--- src/rtl/klein_pkg.sv ---
// Shared definitions for the KLEIN serialised S-box engine.
//   state_t      : engine FSM states
//   NIBBLES      : nibbles per 64-bit word
//   SBOX_TABLE   : KLEIN S-box, entry i lives in bits [4i+3:4i]
//   REQ_STATE/REQ_KEY : requester ids (cipher state / key schedule)
//   sbox_lookup  : table lookup helper
package klein_pkg;

  typedef enum logic [1:0] {
    IDLE = 2'd0,
    BUSY = 2'd1,
    DONE = 2'd2
  } state_t;

  localparam int NIBBLES = 16;

  // 0..F -> 7,4,A,9,1,F,B,0,C,3,2,6,8,E,D,5 (entry 0 in the low nibble).
  localparam logic [63:0] SBOX_TABLE = 64'h5DE8_623C_0BF1_9A47;

  localparam logic REQ_STATE = 1'b0;
  localparam logic REQ_KEY   = 1'b1;

  function automatic logic [3:0] sbox_lookup(input logic [3:0] x);
    return SBOX_TABLE[{x, 2'b00} +: 4];
  endfunction

endpackage

--- src/rtl/klein_sbox.sv ---
// KLEIN 4-bit S-box, purely combinational. The mapping is an involution,
// so the same instance serves encryption and decryption.
//   din  : 4-bit input nibble
//   dout : substituted nibble
module klein_sbox
  import klein_pkg::*;
(
  input  logic [3:0] din,
  output logic [3:0] dout
);

  assign dout = sbox_lookup(din);

endmodule

--- src/rtl/klein_sbox_sched.sv ---
// Serialised S-box engine shared by two requesters under round-robin
// arbitration. One klein_sbox instance walks the 16 nibbles of a word,
// MSB nibble first, substituting nibble i only where mask[i] is set.
//   clk, rst_n             : clock, synchronous active-low reset
//   req0_*                 : cipher-state requester (valid/ready/data/mask)
//   req1_*                 : key-schedule requester (valid/ready/data/mask)
//   resp_valid/resp_ready  : result handshake
//   resp_data, resp_id     : substituted word and owning requester
//   busy                   : high while a job is in BUSY or DONE
//
// Handshakes: a transfer happens on a clock edge where valid and ready are
// both high. reqX_ready is a combinational function of the valids and is
// only high in IDLE, so a requester must not wait for ready before raising
// valid. resp_valid stays high, with resp_data/resp_id stable, until the
// edge where resp_ready is also high.
module klein_sbox_sched
  import klein_pkg::*;
#(
  parameter int DATA_W = 64,
  parameter int CNT_W  = 4
) (
  input  logic                clk,
  input  logic                rst_n,
  input  logic                req0_valid,
  output logic                req0_ready,
  input  logic [DATA_W-1:0]   req0_data,
  input  logic [DATA_W/4-1:0] req0_mask,
  input  logic                req1_valid,
  output logic                req1_ready,
  input  logic [DATA_W-1:0]   req1_data,
  input  logic [DATA_W/4-1:0] req1_mask,
  output logic                resp_valid,
  input  logic                resp_ready,
  output logic [DATA_W-1:0]   resp_data,
  output logic                resp_id,
  output logic                busy
);

  localparam logic [CNT_W-1:0] CNT_ONE = CNT_W'(1);

  state_t                state;
  state_t                state_nxt;
  logic [CNT_W-1:0]      cnt;
  logic                  last_grant;
  logic [DATA_W-1:0]     work;
  logic [DATA_W/4-1:0]   mask_q;
  logic                  id_q;
  logic                  grant0;
  logic                  grant1;
  logic [3:0]            sbox_in;
  logic [3:0]            sbox_out;

  assign sbox_in = work[{cnt, 2'b00} +: 4];

  klein_sbox u_sbox (
    .din  (sbox_in),
    .dout (sbox_out)
  );

  // Arbitration and next state. With both valids high the requester that
  // did not win last time gets the grant.
  always_comb begin
    grant0     = 1'b0;
    grant1     = 1'b0;
    req0_ready = 1'b0;
    req1_ready = 1'b0;
    state_nxt  = state;
    case (state)
      IDLE: begin
        grant0     = req0_valid & (~req1_valid | (last_grant == REQ_KEY));
        grant1     = req1_valid & (~req0_valid | (last_grant == REQ_STATE));
        req0_ready = grant0;
        req1_ready = grant1;
        if (grant0 | grant1) state_nxt = BUSY;
      end
      BUSY: begin
        if (cnt == '0) state_nxt = DONE;
      end
      DONE: begin
        if (resp_ready) state_nxt = IDLE;
      end
      default: state_nxt = IDLE;
    endcase
  end

  always_ff @(posedge clk) begin
    if (!rst_n) begin
      state      <= IDLE;
      cnt        <= '1;
      last_grant <= REQ_KEY;
      work       <= '0;
      mask_q     <= '0;
      id_q       <= REQ_STATE;
    end else begin
      state <= state_nxt;
      case (state)
        IDLE: begin
          if (grant0) begin
            work       <= req0_data;
            mask_q     <= req0_mask;
            id_q       <= REQ_STATE;
            last_grant <= REQ_STATE;
            cnt        <= '1;
          end else if (grant1) begin
            work       <= req1_data;
            mask_q     <= req1_mask;
            id_q       <= REQ_KEY;
            last_grant <= REQ_KEY;
            cnt        <= '1;
          end
        end
        BUSY: begin
          work[{cnt, 2'b00} +: 4] <= mask_q[cnt] ? sbox_out : sbox_in;
          // Stop at zero: the final nibble cycle must not start a new pass.
          if (cnt != '0) cnt <= cnt - CNT_ONE;
        end
        default: ;
      endcase
    end
  end

  assign resp_valid = (state == DONE);
  assign resp_data  = work;
  assign resp_id    = id_q;
  assign busy       = (state != IDLE);

endmodule

--- config.mk ---
export PLATFORM = sky130hd
export DESIGN_NAME = klein_sbox_sched
export DESIGN_NICKNAME = d
export VERILOG_FILES = /design/src/rtl/klein_pkg.sv /design/src/rtl/klein_sbox.sv /design/src/rtl/klein_sbox_sched.sv
export SDC_FILE = /design/constraint.sdc
export NUM_CORES = 1
export LEC_CHECK = 0
export ABC_AREA = 1
export CAP_MARGIN = 10
export CORE_MARGIN = 2
export CORE_UTILIZATION = 45
export DETAILED_ROUTE_END_ITERATION = 10
export HOLD_SLACK_MARGIN = 0.1
export PLACE_DENSITY = 0.9
export SETUP_SLACK_MARGIN = 0.02
export SKIP_LAST_GASP = 1
export SYNTH_ARGS = -nofsm -noshare
export SYNTH_HDL_FRONTEND = slang
export SYNTH_HIERARCHICAL = 1
export SYNTH_SLANG_ARGS = --single-unit
--- constraint.sdc ---
create_clock -name clk -period 3.4 [get_ports clk]
set_clock_uncertainty 0.05 [all_clocks]
set_input_delay 0.51 -clock clk [delete_from_list [all_inputs] [get_ports clk]]
set_output_delay 0.51 -clock clk [all_outputs]
set_load 0.05 [all_outputs]
==> impl_results.md, run 1 <==
* Synthesized area per cell at 6.18 µm²
* Vias in the first global route at between 7,000 and 8,000
* Critical register-to-register path startpoint: cnt[1]$_SDFFE_PN1P_
* CTS tree: built
* Sw Share at 43.6%
* Delay-heaviest family, CP: simple AND/OR/NAND/NOR gates
* Internal power at 0.00274 W
* RSZ-0062 raised after global routing: false
* Final nets at 1,392
* Core Area at roughly 14,000 µm²
* Lkg Pwr at 3.70 nW
* Max Fclk at 325 MHz
* CP Cell Sequence: inv_2, nor2_4, nand2_1, nor2_1, nor2_1, nand2_1, nand2_1, inv_1, ha_1, inv_1, nand2_1, nand2_1, nand2_1, nand2_1, inv_1, nand2_1, nand3_1, nor2_2, nand3_1, a21oi_1
* Syn Inst Count at 1,011
* Final Non-Filler Cells at between 1,000 and 1,500
* Inserted Diodes at 0
* Die Wd at about 120 µm
* Setup violators final at 0
* HPWL after detailed placement at 17,700 µm
* Ports at 234
* Hold violation count in the final report at 0
* Share of layout cells above drive strength 1 at between 10% and 20%
* Top cells by area, synth: dfxtp_1 (28%), nand2_1 (15%), o21ai_0 (8.6%)
* Final wirelength at 23,300 µm
* WP data required at between 3 and 4 ns
* Clock sinks at 88
* Cell taking the most area after synthesis: dfxtp_1
* Placement Cell Area at 8700 µm²
* CTS Buffer Depth at 2
* Multi-input gate area at 3920 µm²
* Setup CP Type: reg2reg
* Min-delay src: mask_q[15]$_SDFFE_PN0P_
* Post-route DRC violation count at 0
* Worst hold slack at 0.411 ns
* Number of distinct library cells after synthesis at 31
* Hold Path Class: reg2reg
* DRT iter0 DRCs at 670
* DR pass1 iterations at 5
* Cells on Worst Hold Path at 2
* Number of synthesized register bits at 88
* Slew @ Worst Pin at between 0.7 and 0.8 ns
* First-pass GRT wire length at between 30,000 and 40,000 µm
* Hold_buf cts at 0
* Sequential-to-total area share from yosys stat at 28.2%
* Relative slew slack at 52.1%
* Drt wl/cell at 16.6 µm
* Design area at 9080 µm²
* R2r setup slk at between 0.3 and 0.4 ns
* R2R depth at 20
* Starting density of the core at 45.5%
* Die outline height at 122 µm
* Clk pin slew, worst setup/hold paths at 0.06 ns
* Tmin final at 3.07 ns
* CP max stage delay at 0.47 ns
* Initial antenna violation count at 0
* Gate power share at about half
* Critical Path Fanout Max at 19
* Fillers at ~1,200
* Total track usage at 31.1%
* Max_cap viols at 0
* Critical path capture point type: register
* Cts bufs inserted at 9
* Sequential cell area at 1760 µm²
* Status: complete, no violations
* Clock root cell: clkbuf_16
* Async set-reset flop share out of synthesis at 0%
* Worst IR Drop VDD at 0.283 mV
* Skew-Pair Late Insertion Delay at 0.34 ns
* Total Power at 0.00485 W
* PortBufs at 233
* Hold EP: mask_q[15]$_SDFFE_PN0P_
* Most frequent cells in the layout: nand2_1 (244), clkdlybuf4s50_1 (231), nor2_1 (122)
* TNS Setup at 0 ns
* P&R area growth vs syn at 45.5%
* Yosys warns at 6
* H-tree Lvls at 3
* Crit path launch type: register
* Vias at around 7,700
* Number of nets with antenna violations after routing at 0
* Commonest non-fill, non-tap cell in the layout: nand2_1
* Grt ovf at 0
* NetSw at roughly 0.0021 W
* Fraction of synthesized cell area taken by the top area cell type at 28.2%
* Mapped cell area at 6240 µm²
* GPL Wtd Cong at 0.985
* Most frequent cell on the critical path: nand2_1
* Critical R2R Capture: resp_data[28]$_SDFFE_PN0P_
* Placed cells at 1,384
* Std cell rows at 43
* Max Slew Vio Count at 0
* Via density at 5.47
* Syn nets at 1,183
* Die ar. at 14,800 µm²
* EDFF count, synth at 0
* Crit path buffers/inverters at 4
* Cell Pwr Density at 534 nW/µm²
* Final Cycle Share at roughly nine tenths
* Crit-path slowest cell: dfxtp_2
* Reg power frac at a little over a quarter
* Pin count of the biggest net entering global routing at 83
* Worst path arrival time at 3.29 ns
* Clock Power Share at 23.6%
* Top_reg_cell synth: dfxtp_1
## synthesized netlist by cell type, types with 16 or more instances
cell type	count
nand2_1	244
nor2_1	124
o21ai_0	107
dfxtp_1	88
inv_1	73
a21oi_1	60
nand3_1	60
or2_2	41
clkbuf_1	35
o211ai_1	35
a31oi_1	32
o21bai_1	16
## sequential cells by signal, summed over array words and instances, names as in the netlist
register	flops
cnt	4
last_grant	1
mask_q	16
resp_data	64
resp_id	1
state	2
## kinds of logic (layout without fill, tap and decap cells)
logic type | count (synthesis) | after routing | synth area share, %
XOR/XNOR | 1 | 1 | 0.261
flip-flops | 88 | 88 | 28.2
buffers and inverters | 142 | 355 | 9.14
adder cells (fa/ha/maj) | 7 | 7 | 1.40
AO/OA/AOI/OAI | 269 | 269 | 25.9
AND/OR/NAND/NOR | 504 | 504 | 35.1
## tightest hold or removal path: cells and delay by family, from the launching register on
kind,cells,cell delay (ns)
DFF,1,0.31
AOI/OAI and AO/OA,1,0.05
and+or+nand+nor,1,0.06
## metal layers
layer | GRT usage, % | vias up | share of wire (%)
met1 | 39.0 | 3502 | 41
li1 | - | 3752 | -
met5 | 0 | - | 0
met2 | 51.7 | 355 | 47
met3 | 7.30 | 66 | 8.1
met4 | 12.0 | 0 | 3.6
## timing repair
| item | 4_1_cts | 5_1_grt |
|---|---|---|
| resized for setup | 0 | 4 |
| hold endpoints to repair | 0 | 0 |
| endpoints found under the setup margin | 0 | 63 |
| setup buffers | 0 | 5 |
## area by class of cell
type | count | area share, %
Multi-Input combinational cell | 781 | 43.2
Timing Repair Buffer | 251 | 27.5
Sequential cell | 88 | 19.4
Inverter | 89 | 3.71
Clock buffer | 12 | 2.71
Tap cell | 180 | 2.48
Clock inverter | 3 | 0.992
## power groups by stage
stage	sequential (W)	clock, W	combinational (W)
6_report	0.00133	0.00115	0.00238
5_1_grt	0.00134	0.00118	0.00257
4_1_cts	0.00132	0.00114	0.00234
3_5_place_dp	0.00134	0	0.00233
3_3_place_gp	0.00134	0	0.00231
2_1_floorplan	0.00168	0	0.00115
## worst max-delay path by stage
stage | startpoint | end | slack, ns | depth (start not counted)
after global placement | cnt[1]$_SDFFE_PN1P_ | resp_data[52]$_SDFFE_PN0P_ | 0.19 | 20
after CTS | cnt[1]$_SDFFE_PN1P_ | resp_data[24]$_SDFFE_PN0P_ | 0.14 | 19
after detailed placement | cnt[1]$_SDFFE_PN1P_ | resp_data[58]$_SDFFE_PN0P_ | 0.20 | 19
after floorplan | cnt[0]$_SDFFE_PN1P_ | resp_data[60]$_SDFFE_PN0P_ | 0.95 | 22
after global routing | cnt[1]$_SDFFE_PN1P_ | resp_data[52]$_SDFFE_PN0P_ | 0.03 | 20
final | cnt[1]$_SDFFE_PN1P_ | resp_data[28]$_SDFFE_PN0P_ | 0.33 | 20
## metrics by stage
stage	setup slack (ns)	util, %
floorplan	0.946	-
global placement	0.189	63.4
detailed placement	0.203	63.4
CTS	0.138	65.9
global route	0.0313	66.2
finish	0.326	66.2
Note: power is estimated with default switching activity, not from simulation.
==> run 2: changes to the inputs <==
Settings changed: CORE_UTILIZATION 45 to 43, PLACE_DENSITY 0.9 to 0.87.
==> impl_results.md, run 2 (synthesis gave the netlist of run 1 again) <==
* Status: complete, no violations
* DR pass1 iterations at 5
* Critical Path Fanout Max at 19
* Setup CP Type: reg2reg
* Multi-input gate area at 3930 µm²
* Cts bufs inserted at 9
* Metal3 WL at 1860 µm
* Crit path buffers/inverters at 4
* Clock sinks at between 80 and 90
* Design area at 9050 µm²
* First-pass GRT wire length at 36,500 µm
* Clock root cell: clkbuf_16
* Relative slew slack at 58.7%
* Max_cap viols at 0
* Cell Pwr Density at 523 nW/µm²
* Hold_buf cts at 0
* Total track usage at 28.6%
* CTS Buffer Depth at 2
* Critical Path Start: cnt[1]$_SDFFE_PN1P_
* Die Wd at 124 µm
* Placement Cell Area at about 8700 µm²
* Crit-path slowest cell: dfxtp_2
* Hold Path Class: reg2reg
* Delay-heaviest family, CP: simple AND/OR/NAND/NOR gates
* Std cell rows at 44
* Hold violation count in the final report at 0
* P&R area growth vs syn at 44.9%
* Worst IR Drop VDD at around 0.26 mV
* Critical register-to-register path startpoint: cnt[1]$_SDFFE_PN1P_
* Clk pin slew, worst setup/hold paths at approximately 0.070 ns
* R2r setup slk at around 0.31 ns
* Post-route DRC violation count at 0
* WP data required at 3.62 ns
* Critical path capture point type: register
* Final nets at 1,395
* PortBufs at between 200 and 250
* CP max stage delay at 0.46 ns
* Die ar. at 15,500 µm²
* Drt wl/cell at roughly 16 µm
* Vias at 7,616
* HPWL after detailed placement at between 15,000 and 20,000 µm
* CTS tree: built
* DRT met1 WL at 9490 µm
* Lkg Pwr at 3.68 nW
* Final Non-Filler Cells at 1,412
* Final Cycle Share at 90.9%
* TNS Setup at 0 ns
* WL met2 at 11,000 µm
* Grt ovf at 0
* Fillers at 1,356
* Max Fclk at 324 MHz
* Max FFs per register at 64
* RSZ-0062 raised after global routing: false
* Tmin final at 3.09 ns
* Crit path launch type: register
* Slew @ Worst Pin at around 0.62 ns
* Placed cells at roughly 1,400
* Sequential cell area at around 1800 µm²
* Most frequent cell on the critical path: nand2_1
* Inserted Diodes at 0
* Commonest non-fill, non-tap cell in the layout: nand2_1
* Die outline height at 124 µm
* Most frequent cells in the layout: nand2_1 (244), clkdlybuf4s50_1 (231), nor2_1 (122)
* Number of nets with antenna violations after routing at 0
* Min-delay src: mask_q[13]$_SDFFE_PN0P_
* Via density at 5.39
* Initial antenna violation count at 0
* Worst path arrival time at 3.31 ns
* Share of layout cells above drive strength 1 at approximately 11%
* Skew-Pair Late Insertion Delay at 0.35 ns
* Ports at 234
* Final wirelength at 22,900 µm
* Starting density of the core at 43.5%
* Core Area at 14,400 µm²
* Total Power at 0.00473 W
* Setup violators final at 0
* Final Util at 63.0%
* GPL Wtd Cong at 0.959
* Max Slew Vio Count at 0
* H-tree Lvls at 3
* Top layer used by detailed routing: met4
* Vias in the first global route at roughly 7,200
* CP Cell Sequence: inv_2, nor2_4, nand2_1, nor2_1, nor2_1, nand2_1, nand2_1, inv_1, ha_1, inv_1, nand2_1, nand2_1, nand2_1, nand2_1, inv_1, nand2_1, nand3_2, nor2_2, nand3_1, a21oi_1
* Pin count of the biggest net entering global routing at 69
* DRT iter0 DRCs at between 700 and 800
run 2: changes by cell type in the layout (fill, tap and decap cells not counted):
cell / change
buf_4: +6
buf_12: -3
bufinv_16: -2
clkbuf_1: -2
clkinvlp_4: +2
clkinv_2: +1
clkinv_4: +1
dfxtp_1: -1
dfxtp_2: +1
inv_6: +1
nor2_2: -1
nor2_4: +1
o21a_1: +1
o21a_2: -1
run 2: repair_timing:
item                                    in CTS  in global routing
endpoints found under the setup margin       0                 36
gates resized for setup                      0                  5
buffers inserted                             0                  4
run 2: final timing paths:
path,cells past startpoint,to
setup / recovery,20,resp_data[54]$_SDFFE_PN0P_
hold reg to reg,2,mask_q[13]$_SDFFE_PN0P_
hold / removal,2,mask_q[13]$_SDFFE_PN0P_
setup reg to reg,20,resp_data[54]$_SDFFE_PN0P_
run 2: power by group:
part           total (W)  internal (W)  switching (W)
logic            0.00236      0.000817        0.00155
registers        0.00133       0.00118       0.000155
clock network    0.00103      0.000593       0.000441
run 2: worst reg2reg max path, delay by kind of cell (launching register included):
family,cells,cell delay [ns]
AND/OR/NAND/NOR,14,1.65
buffers and inverters,4,0.48
AO/OA/AOI/OAI,1,0.14
adder cells (fa/ha/maj),1,0.26
flip-flops,1,0.46
run 2: area by class of cell:
type	count	share of cell area, %
inverters	89	3.72
flip-flops and latches	88	19.5
repair buffers	254	27.4
clock buffers	10	2.64
multi-input cells	781	43.4
clock inverters	6	0.747
well taps	184	2.54
run 2: metal layers:
metal / GRT usage, % / vias up
li1: - / 3763
met4: 9.58 / 0
met3: 6.87 / 50
met2: 47.8 / 358
met1: 36.2 / 3445
met5: 0 / -
run 2: through the flow:
stage | hold WS (ns) | worst slack, ns
floorplan | 0.390 | 0.946
global placement | 0.403 | 0.214
detailed placement | 0.406 | 0.137
CTS | 0.417 | 0.129
global route | 0.435 | 0.0697
finish | 0.415 | 0.311
